[src/rtl/rate_scaler_pkg.sv]
// Shared constants and FSM encoding for the rate-scaler readout arbiter.
package rate_scaler_pkg;
  localparam int N_CH = 4;
  localparam int CH_W = 2;
  localparam int TS_W = 32;

  typedef enum logic {
    S_IDLE    = 1'b0,
    S_PRESENT = 1'b1
  } arb_state_t;
endpackage

[src/rtl/rate_scaler_readout_arb_rr_pick4.sv]
// Combinational 4-way round-robin picker: first set pending bit after last_grant.
module rr_pick4
  import rate_scaler_pkg::*;
(
  input  logic [N_CH-1:0] pending,
  input  logic [CH_W-1:0] last_grant,
  output logic            grant_valid,
  output logic [CH_W-1:0] grant_idx
);

  logic [CH_W-1:0] cand;

  // Walk from lowest to highest priority so the highest-priority hit is assigned last.
  always_comb begin
    grant_valid = 1'b0;
    grant_idx   = '0;
    cand        = '0;
    for (int i = N_CH - 1; i >= 0; i--) begin
      cand = last_grant + CH_W'(i + 1);
      if (pending[cand]) begin
        grant_valid = 1'b1;
        grant_idx   = cand;
      end
    end
  end

endmodule

[src/rtl/rate_scaler_readout_arb.sv]
// Four-channel scaler readout arbiter with per-channel overflow tracking.
// Optional timestamp path enabled by defining RATE_SCALER_READOUT_TIMESTAMP_EN.
module rate_scaler_readout_arb
  import rate_scaler_pkg::*;
#(
  parameter int P_N_WIDTH = 32
) (
  input  logic                 clk,
  input  logic                 rst,
  input  logic [N_CH-1:0]      upd,
  input  logic [P_N_WIDTH-1:0] cnt_0,
  input  logic [P_N_WIDTH-1:0] cnt_1,
  input  logic [P_N_WIDTH-1:0] cnt_2,
  input  logic [P_N_WIDTH-1:0] cnt_3,
  output logic                 out_valid,
  input  logic                 out_ready,
  output logic [CH_W-1:0]      out_chan,
  output logic [P_N_WIDTH-1:0] out_cnt,
  output logic                 out_ovf,
  output logic [N_CH-1:0]      ovf_sticky,
  input  logic                 clr_ovf
`ifdef RATE_SCALER_READOUT_TIMESTAMP_EN
  ,
  output logic [TS_W-1:0]      out_ts
`endif
);

  logic [P_N_WIDTH-1:0] cnt_in [N_CH];
  logic [P_N_WIDTH-1:0] hold   [N_CH];
  logic [N_CH-1:0]      pending;
  logic [N_CH-1:0]      overflow;
  logic [N_CH-1:0]      grant_oh;
  logic [N_CH-1:0]      ovf_evt;
  logic [CH_W-1:0]      last_grant;
  logic [CH_W-1:0]      grant_idx;
  logic                 grant_valid;
  logic                 take;
  arb_state_t           state;

  assign cnt_in[0] = cnt_0;
  assign cnt_in[1] = cnt_1;
  assign cnt_in[2] = cnt_2;
  assign cnt_in[3] = cnt_3;

  rr_pick4 u_pick (
    .pending     (pending),
    .last_grant  (last_grant),
    .grant_valid (grant_valid),
    .grant_idx   (grant_idx)
  );

  assign take     = (state == S_IDLE) && grant_valid;
  assign grant_oh = take ? (N_CH'(1) << grant_idx) : '0;
  // A capture that lands in the grant cycle re-arms pending instead of counting as overflow.
  assign ovf_evt  = upd & pending & ~grant_oh;

  always_ff @(posedge clk) begin
    if (rst) begin
      pending    <= '0;
      overflow   <= '0;
      ovf_sticky <= '0;
    end else begin
      pending    <= (pending & ~grant_oh) | upd;
      overflow   <= (overflow & ~grant_oh) | ovf_evt;
      ovf_sticky <= (ovf_sticky & ~{N_CH{clr_ovf}}) | ovf_evt;
    end
  end

  always_ff @(posedge clk) begin
    for (int k = 0; k < N_CH; k++) begin
      if (upd[k]) hold[k] <= cnt_in[k];
    end
  end

  always_ff @(posedge clk) begin
    if (rst) begin
      state      <= S_IDLE;
      last_grant <= CH_W'(N_CH - 1);
      out_valid  <= 1'b0;
      out_chan   <= '0;
      out_cnt    <= '0;
      out_ovf    <= 1'b0;
    end else begin
      case (state)
        S_IDLE: begin
          if (grant_valid) begin
            out_chan   <= grant_idx;
            out_cnt    <= hold[grant_idx];
            out_ovf    <= overflow[grant_idx];
            last_grant <= grant_idx;
            out_valid  <= 1'b1;
            state      <= S_PRESENT;
          end
        end
        S_PRESENT: begin
          if (out_ready) begin
            out_valid <= 1'b0;
            state     <= S_IDLE;
          end
        end
        default: begin
          out_valid <= 1'b0;
          state     <= S_IDLE;
        end
      endcase
    end
  end

`ifdef RATE_SCALER_READOUT_TIMESTAMP_EN
  logic [TS_W-1:0] ts;
  logic [TS_W-1:0] ts_hold [N_CH];

  always_ff @(posedge clk) begin
    if (rst) ts <= '0;
    else     ts <= ts + TS_W'(1);
  end

  always_ff @(posedge clk) begin
    for (int k = 0; k < N_CH; k++) begin
      if (upd[k]) ts_hold[k] <= ts;
    end
  end

  always_ff @(posedge clk) begin
    if (rst)       out_ts <= '0;
    else if (take) out_ts <= ts_hold[grant_idx];
  end
`endif

endmodule

[config.mk]
export PLATFORM = sky130hd
export DESIGN_NAME = rate_scaler_readout_arb
export DESIGN_NICKNAME = d
export VERILOG_FILES = /design/src/rtl/rate_scaler_pkg.sv /design/src/rtl/rate_scaler_readout_arb_rr_pick4.sv /design/src/rtl/rate_scaler_readout_arb.sv
export SDC_FILE = /design/constraint.sdc
export NUM_CORES = 1
export LEC_CHECK = 0
export ABC_AREA = 1
export CAP_MARGIN = 10
export CORE_UTILIZATION = 40
export CTS_CLUSTER_SIZE = 8
export DETAILED_ROUTE_END_ITERATION = 7
export DONT_BUFFER_PORTS = 1
export HOLD_SLACK_MARGIN = 0.12
export PLACE_DENSITY_LB_ADDON = 0.12
export SYNTH_ARGS = -nofsm -noshare
export SYNTH_HDL_FRONTEND = slang
export SYNTH_SLANG_ARGS = --single-unit
[constraint.sdc]
create_clock -name clk -period 1.5 [get_ports clk]
set_input_delay 0.45 -clock clk [delete_from_list [all_inputs] [get_ports clk]]
set_output_delay 0.45 -clock clk [all_outputs]
set_load 0.01 [all_outputs]
Yosys cells after proc, flatten, opt, wreduce, memory -nomap -nowiden
Memories as Yosys holds them, arrays and structs flattened. A register that Yosys moved wholly into a read port is not among the register bits.
Index checks and enable logic that the tools add are counted.
{"block": "word_totals", "ramBits": 128, "in_bits": 136, "mem_count": 1, "elab_cells": 67, "output_inout_bits": 40, "regBits": 19}
{"block": "classes", "order_cmp": 5, "n_mux": 33, "add_sub_neg": 3, "n_reduce_logical": 3, "shifts": 1, "n_eq_ne": 2, "bitwise_logic": 11}
{"name": "hold", "depth": 4, "width": 32, "read_ports": 1, "rd_ports_with_merged_regs": 1, "wr": 4, "line": "rate_scaler_readout_arb.sv:29", "source": "logic [P_N_WIDTH-1:0] hold [N_CH];"}
{"operator": "1-bit two-way mux", "count": 21}
{"operator": "4-bit bitwise AND", "count": 5}
{"operator": "2-bit by 3-bit < comparator with 1-bit output (second input constant)", "count": 5}
{"operator": "4-bit OR", "count": 3}
{"operator": "1-bit binary-select mux with 2-bit select", "count": 5}
{"operator": "2-bit two-way mux", "count": 4}
{"operator": "4-bit inverter", "count": 2}
{"operator": "2-bit adder (second input constant)", "count": 2}
{"operator": "4-bit two-way mux", "count": 1}
{"operator": "2-bit inequality test (second input constant)", "count": 2}
{"operator": "1-bit case mux with 2 select lines", "count": 2}
{"operator": "2-bit AND reduction", "count": 2}
{"operator": "1-bit by 2-bit left shift with 4-bit output (first input constant)", "count": 1}
{"operator": "2-bit by 1-bit adder with 2-bit output (second input constant)", "count": 1}
{"operator": "1-bit logical AND", "count": 1}
{"operator": "1-bit inverter", "count": 1}

Longest topological paths before layout
{"block": "logic_depth", "depth_word": 11, "ltp_mapped": 16, "mapped_depth_nobuf": 14}

Cells and area by module
A second synthesis with hierarchy kept.
{"block": "unflattened", "cells_unflattened": 629, "hier_area_um2": 6954.2}
{"mod": "rate_scaler_readout_arb", "n_inst": 1, "cells_per_inst": 578, "area_per_inst_um2": 6707.7}
{"mod": "rr_pick4", "n_inst": 1, "cells_per_inst": 51, "area_per_inst_um2": 246.5}

Least setup slack after synthesis
Ideal clock, no wire load.
{"block": "synth_timing", "path_kind": "reg2reg", "from": "register last_grant[0]", "to": "register pending[1]", "path_stages_with_launch": 13, "t_required_ns": 1.372, "path_slack_ns": -0.175, "path_buffers": 2, "arrival_time_ns": 1.547, "path_cell_list": "dfxtp_1 buf_6 inv_4 nand2_2 nand2_1 and2_4 nor2_2 nand3_2 nand2_4 buf_2 nand3_1 a21oi_1 nor2_1"}
{"block": "synth_between", "elab_chain_len": 11, "elab_cells_between_ends": 25, "cone_classes": "add/sub (3); shift (1); mux (17); bitwise (3); reduce/logical (1)"}
{"element": "from (decl)", "line": "rate_scaler_readout_arb.sv:34", "source": "logic [CH_W-1:0] last_grant;"}
{"element": "from (signal assigned)", "line": "rate_scaler_readout_arb.sv:78", "source": "last_grant <= CH_W'(N_CH - 1);"}
{"element": "from (signal assigned)", "line": "rate_scaler_readout_arb.sv:90", "source": "last_grant <= grant_idx;"}
{"element": "2-bit adder or 1-bit binary-select mux with 2-bit select (tied branches)", "line": "rate_scaler_readout_arb_rr_pick4.sv:19, rate_scaler_readout_arb_rr_pick4.sv:20"}
{"element": "1-bit binary-select mux with 2-bit select or 1-bit two-way mux (tied branches)", "line": "rate_scaler_readout_arb_rr_pick4.sv:20", "source": "if (pending[cand]) begin"}
{"element": "1-bit two-way mux (implied by the code) or 2-bit two-way mux (tied branches)", "line": "rate_scaler_readout_arb_rr_pick4.sv:20"}
{"element": "2-bit two-way mux or 1-bit two-way mux (tied branches) (3 in a row)", "line": "rate_scaler_readout_arb_rr_pick4.sv:20"}
{"element": "1-bit by 2-bit left shift with 4-bit output or 1-bit logical AND (tied branches)", "line": "rate_scaler_readout_arb.sv:53, rate_scaler_readout_arb.sv:52"}
{"element": "4-bit two-way mux *", "line": "rate_scaler_readout_arb.sv:53", "source": "assign grant_oh = take ? (N_CH'(1) << grant_idx) : '0;"}
{"element": "4-bit inverter *", "line": "rate_scaler_readout_arb.sv:63", "source": "pending <= (pending & ~grant_oh) | upd;"}
{"element": "4-bit bitwise AND *", "line": "rate_scaler_readout_arb.sv:63"}
{"element": "4-bit OR *", "line": "rate_scaler_readout_arb.sv:63"}
{"element": "to (signal assigned)", "line": "rate_scaler_readout_arb.sv:63"}
{"element": "to (decl)", "line": "rate_scaler_readout_arb.sv:30", "source": "logic [N_CH-1:0] pending;"}
Mark *: on every way between the ends. The rest lies on a longest branch, timed or not. The select of a mux whose other input is x is not followed.
A chain may end at the register's enable or synchronous reset.

Final worst setup path
{"block": "layout_timing", "from": "register last_grant[0]", "to": "register ovf_sticky[1]"}
{"block": "layout_between", "elab_chain_len": 11, "elab_cells_between_ends": 25, "cone_classes": "add/sub (3); shift (1); mux (17); bitwise (3); reduce/logical (1)"}
{"element": "2-bit adder or 1-bit binary-select mux with 2-bit select (tied branches)", "line": "rate_scaler_readout_arb_rr_pick4.sv:19, rate_scaler_readout_arb_rr_pick4.sv:20"}
{"element": "1-bit binary-select mux with 2-bit select or 1-bit two-way mux (tied branches)", "line": "rate_scaler_readout_arb_rr_pick4.sv:20"}
{"element": "1-bit two-way mux (implied by the code) or 2-bit two-way mux (tied branches)", "line": "rate_scaler_readout_arb_rr_pick4.sv:20"}
{"element": "2-bit two-way mux or 1-bit two-way mux (tied branches) (3 in a row)", "line": "rate_scaler_readout_arb_rr_pick4.sv:20"}
{"element": "1-bit by 2-bit left shift with 4-bit output or 1-bit logical AND (tied branches)", "line": "rate_scaler_readout_arb.sv:53, rate_scaler_readout_arb.sv:52"}
{"element": "4-bit two-way mux *", "line": "rate_scaler_readout_arb.sv:53"}
{"element": "4-bit inverter *", "line": "rate_scaler_readout_arb.sv:55", "source": "assign ovf_evt = upd & pending & ~grant_oh;"}
{"element": "4-bit bitwise AND *", "line": "rate_scaler_readout_arb.sv:55"}
{"element": "4-bit OR *", "line": "rate_scaler_readout_arb.sv:65", "source": "ovf_sticky <= (ovf_sticky & ~{N_CH{clr_ovf}}) | ovf_evt;"}
{"element": "to (signal assigned)", "line": "rate_scaler_readout_arb.sv:65"}
{"element": "to (decl)", "line": "rate_scaler_readout_arb.sv:20", "source": "output logic [N_CH-1:0] ovf_sticky,"}
Marks and branches as above.

==> run metrics <==
outcome finished, violations left; failing checks setup timing; post-DP HPWL 11200 um; Setup-failing EPs final 51; PD cells 2070 mW/mm2; largest net degree at the start of global routing 36; Unique masters post-synth 26; via count 5627; HP Class in2reg; DIE AREA 0.0187 mm2; fin crit share 122%; Reg2Reg Depth 12; Die W 137 um; placed cell area 0.00778 mm2; area grow syn2layout 41.3%; synth warn 0; GRT Util Overall 20.9%; Pint 13.0 mW; Crit Path Category reg2reg; Clk Latency, worst-skew pair 0.42 ns; area leader, netlist edfxtp_1; number of diodes 0; share of layout cells above drive strength 1 15.8%; Mapped Cells 728; CP Max Fanout 8; Worst R2R Start last_grant[0]; maximum clock frequency 545 MHz; worst rel slew slack 46.7%; Worst R2R Setup Slack -0.33 ns; Max Cap Viol 0; Post-Syn Nets 864; post-route ant nets 0; RSZ-0062 raised after global routing yes; Sequential Power Share 32.0%; Period minus WS final 1.83 ns; hold depth 0; Switching Fraction 38.9%; part of the power in the clock network 20.7%; commonest non-fill, non-tap cell in the layout nand2_1; Num CTS Buffers 17; Root Buffer clkbuf_16; drt total wl 20000 um; CTS tree built; Final Hold Vio Count 0; HP Start upd[0]; FP Rows 48; Seq/Total Area, Yosys 66.8%; most frequent cells in the layout nand2_1, dlygate4sd3_1, edfxtp_1; crit path launch type flop; area share of the largest cell type after synthesis 52.8%; Setup Skew 0.0112 ns; R2R Path End ovf_sticky[1]; DR vias/cell 4.93; Worst Setup Slack, final -0.334 ns; H-tree Lvls 4; Starting Density 41.5%; Mapped Area 0.00728 mm2; Max clock buf depth 2; CP startpoint last_grant[0]; VDD IR max 1.31 mV; GPL Wtd Cong 0.864; hold_ws 0.149 ns; Comb pwr share 47.2%; Synth area leaders edfxtp_1, dfxtp_1, nand2_1, nand3_1, inv_1; port bufs 0; Layout fillers 1457; core area 0.0175 mm2; Worst Path Required 1.85 ns; Initial DRT Pass Iterations 7; Pwr Total 21.3 mW; Wirelength per Cell 17.5 um; Mean Syn Cell Area 10.0 um2; P_sw 8.31 mW; # nets final 1040; Ports 176; Yosys reg bits 179; CP arrival 2.18 ns; post-route cell area 0.0103 mm2; Sink Count 179; 1st-iter DRT viols 381; vias in the first global route 5497; Worst-path clk slew 0.07 ns; Setup crit end ovf_sticky[1]; grt ovf 0; Placement Setup Slack -0.387 ns; Sequential Area 0.00487 mm2; first-pass GRT wire length 28700 um; fin. max-slew vios 0; Die Ht 137 um; drc violations 0; initial antenna violation count 0; Leak 4.52 nW; actual slew at the worst max-slew pin 0.797 ns; area of the multi-input gates 0.00212 mm2; crit end category flop
final cells by class:
cell class / instances / area share [%]
Clock buffer: 17 / 4.13
Clock inverter: 15 / 1.61
Inverter: 98 / 3.82
Multi-Input combinational cell: 418 / 20.6
Sequential cell: 179 / 47.4
Tap cell: 225 / 2.74
Timing Repair Buffer: 190 / 19.8
worst min-delay path by stage:
stage	endpoint	slack, ns
global route	hold[0][26]	0.12
finish	hold[0][26]	0.15
detailed placement	out_valid	0.43
CTS	hold[3][18]	0.12
global placement	out_valid	0.43
floorplan	out_valid	0.41
metal layers:
layer,part of all wire [%],up-vias,GRT usage (%),wire [um]
li1,-,2719,-,-
met1,41,2723,25.7,8240
met2,51,168,36.2,10300
met3,6.3,17,5.26,1260
met4,1.0,0,6.17,204
met5,0,-,0,0
power by group through the flow:
stage / clock [mW] / combinational [mW] / sequential, mW
after floorplan: 0 / 5.47 / 6.67
after global placement: 0 / 7.47 / 6.90
after detailed placement: 0 / 7.55 / 6.92
after CTS: 4.52 / 9.26 / 6.82
after global routing: 4.74 / 11.0 / 6.92
final: 4.42 / 10.1 / 6.83
cell families (layout without fill, tap and decap cells):
logic type	count (synthesis)	count (layout)	share of synthesized area [%]
DFF	179	179	66.8
buffers and inverters	131	320	7.70
AOI/OAI and AO/OA	18	18	1.34
and+or+nand+nor	400	400	24.1
flip-flops by register name, indices dropped and copies added, names as in the netlist:
name and cells:
out_ovf 1, out_cnt 32, last_grant 2, out_chan 2
hold 128, state 1, ovf_sticky 4, pending 4
overflow 4, out_valid 1
timing repair:
action / CTS / global route
hold endpoints to repair: 181 / 24
gates resized for setup: 36 / 39
pin swaps: 7 / 12
endpoints found under the setup margin: 50 / 51
gates cloned: 3 / 3
hold buffers: 136 / 5
setup buffers: 6 / 6
worst max-delay path: stages (launching register included):
cell     delay [ns]
dfxtp_4        0.45
inv_8          0.08
nand2_4        0.08
nand2_4        0.06
buf_4          0.13
nor2_2         0.12
nand2_1        0.08
nand2_2        0.12
inv_6          0.07
buf_4          0.15
nand3_1        0.15
nand3_2        0.13
a21oi_1        0.14
cell usage after synthesis (all sizes together):
cell,count
edfxtp,128
and2,1
nand3,107
o211ai,2
nor2,93
inv,98
nand4,1
clkbuf,6
dfxtp,51
buf,27
a211oi,1
nand2,181
o21ai,4
and3b,17
a21oi,11
metrics by stage:
stage                     std cells  setup TNS [ns]  util (%)
after floorplan                 728           -4.61         -
after global placement          952           -9.83      44.4
after detailed placement        952          -13.37      44.4
after CTS                      1129          -10.49      57.1
after global routing           1142          -18.28      58.7
final                          1142          -13.43      58.7
No activity file was read; power rests on OpenSTA's default activity.
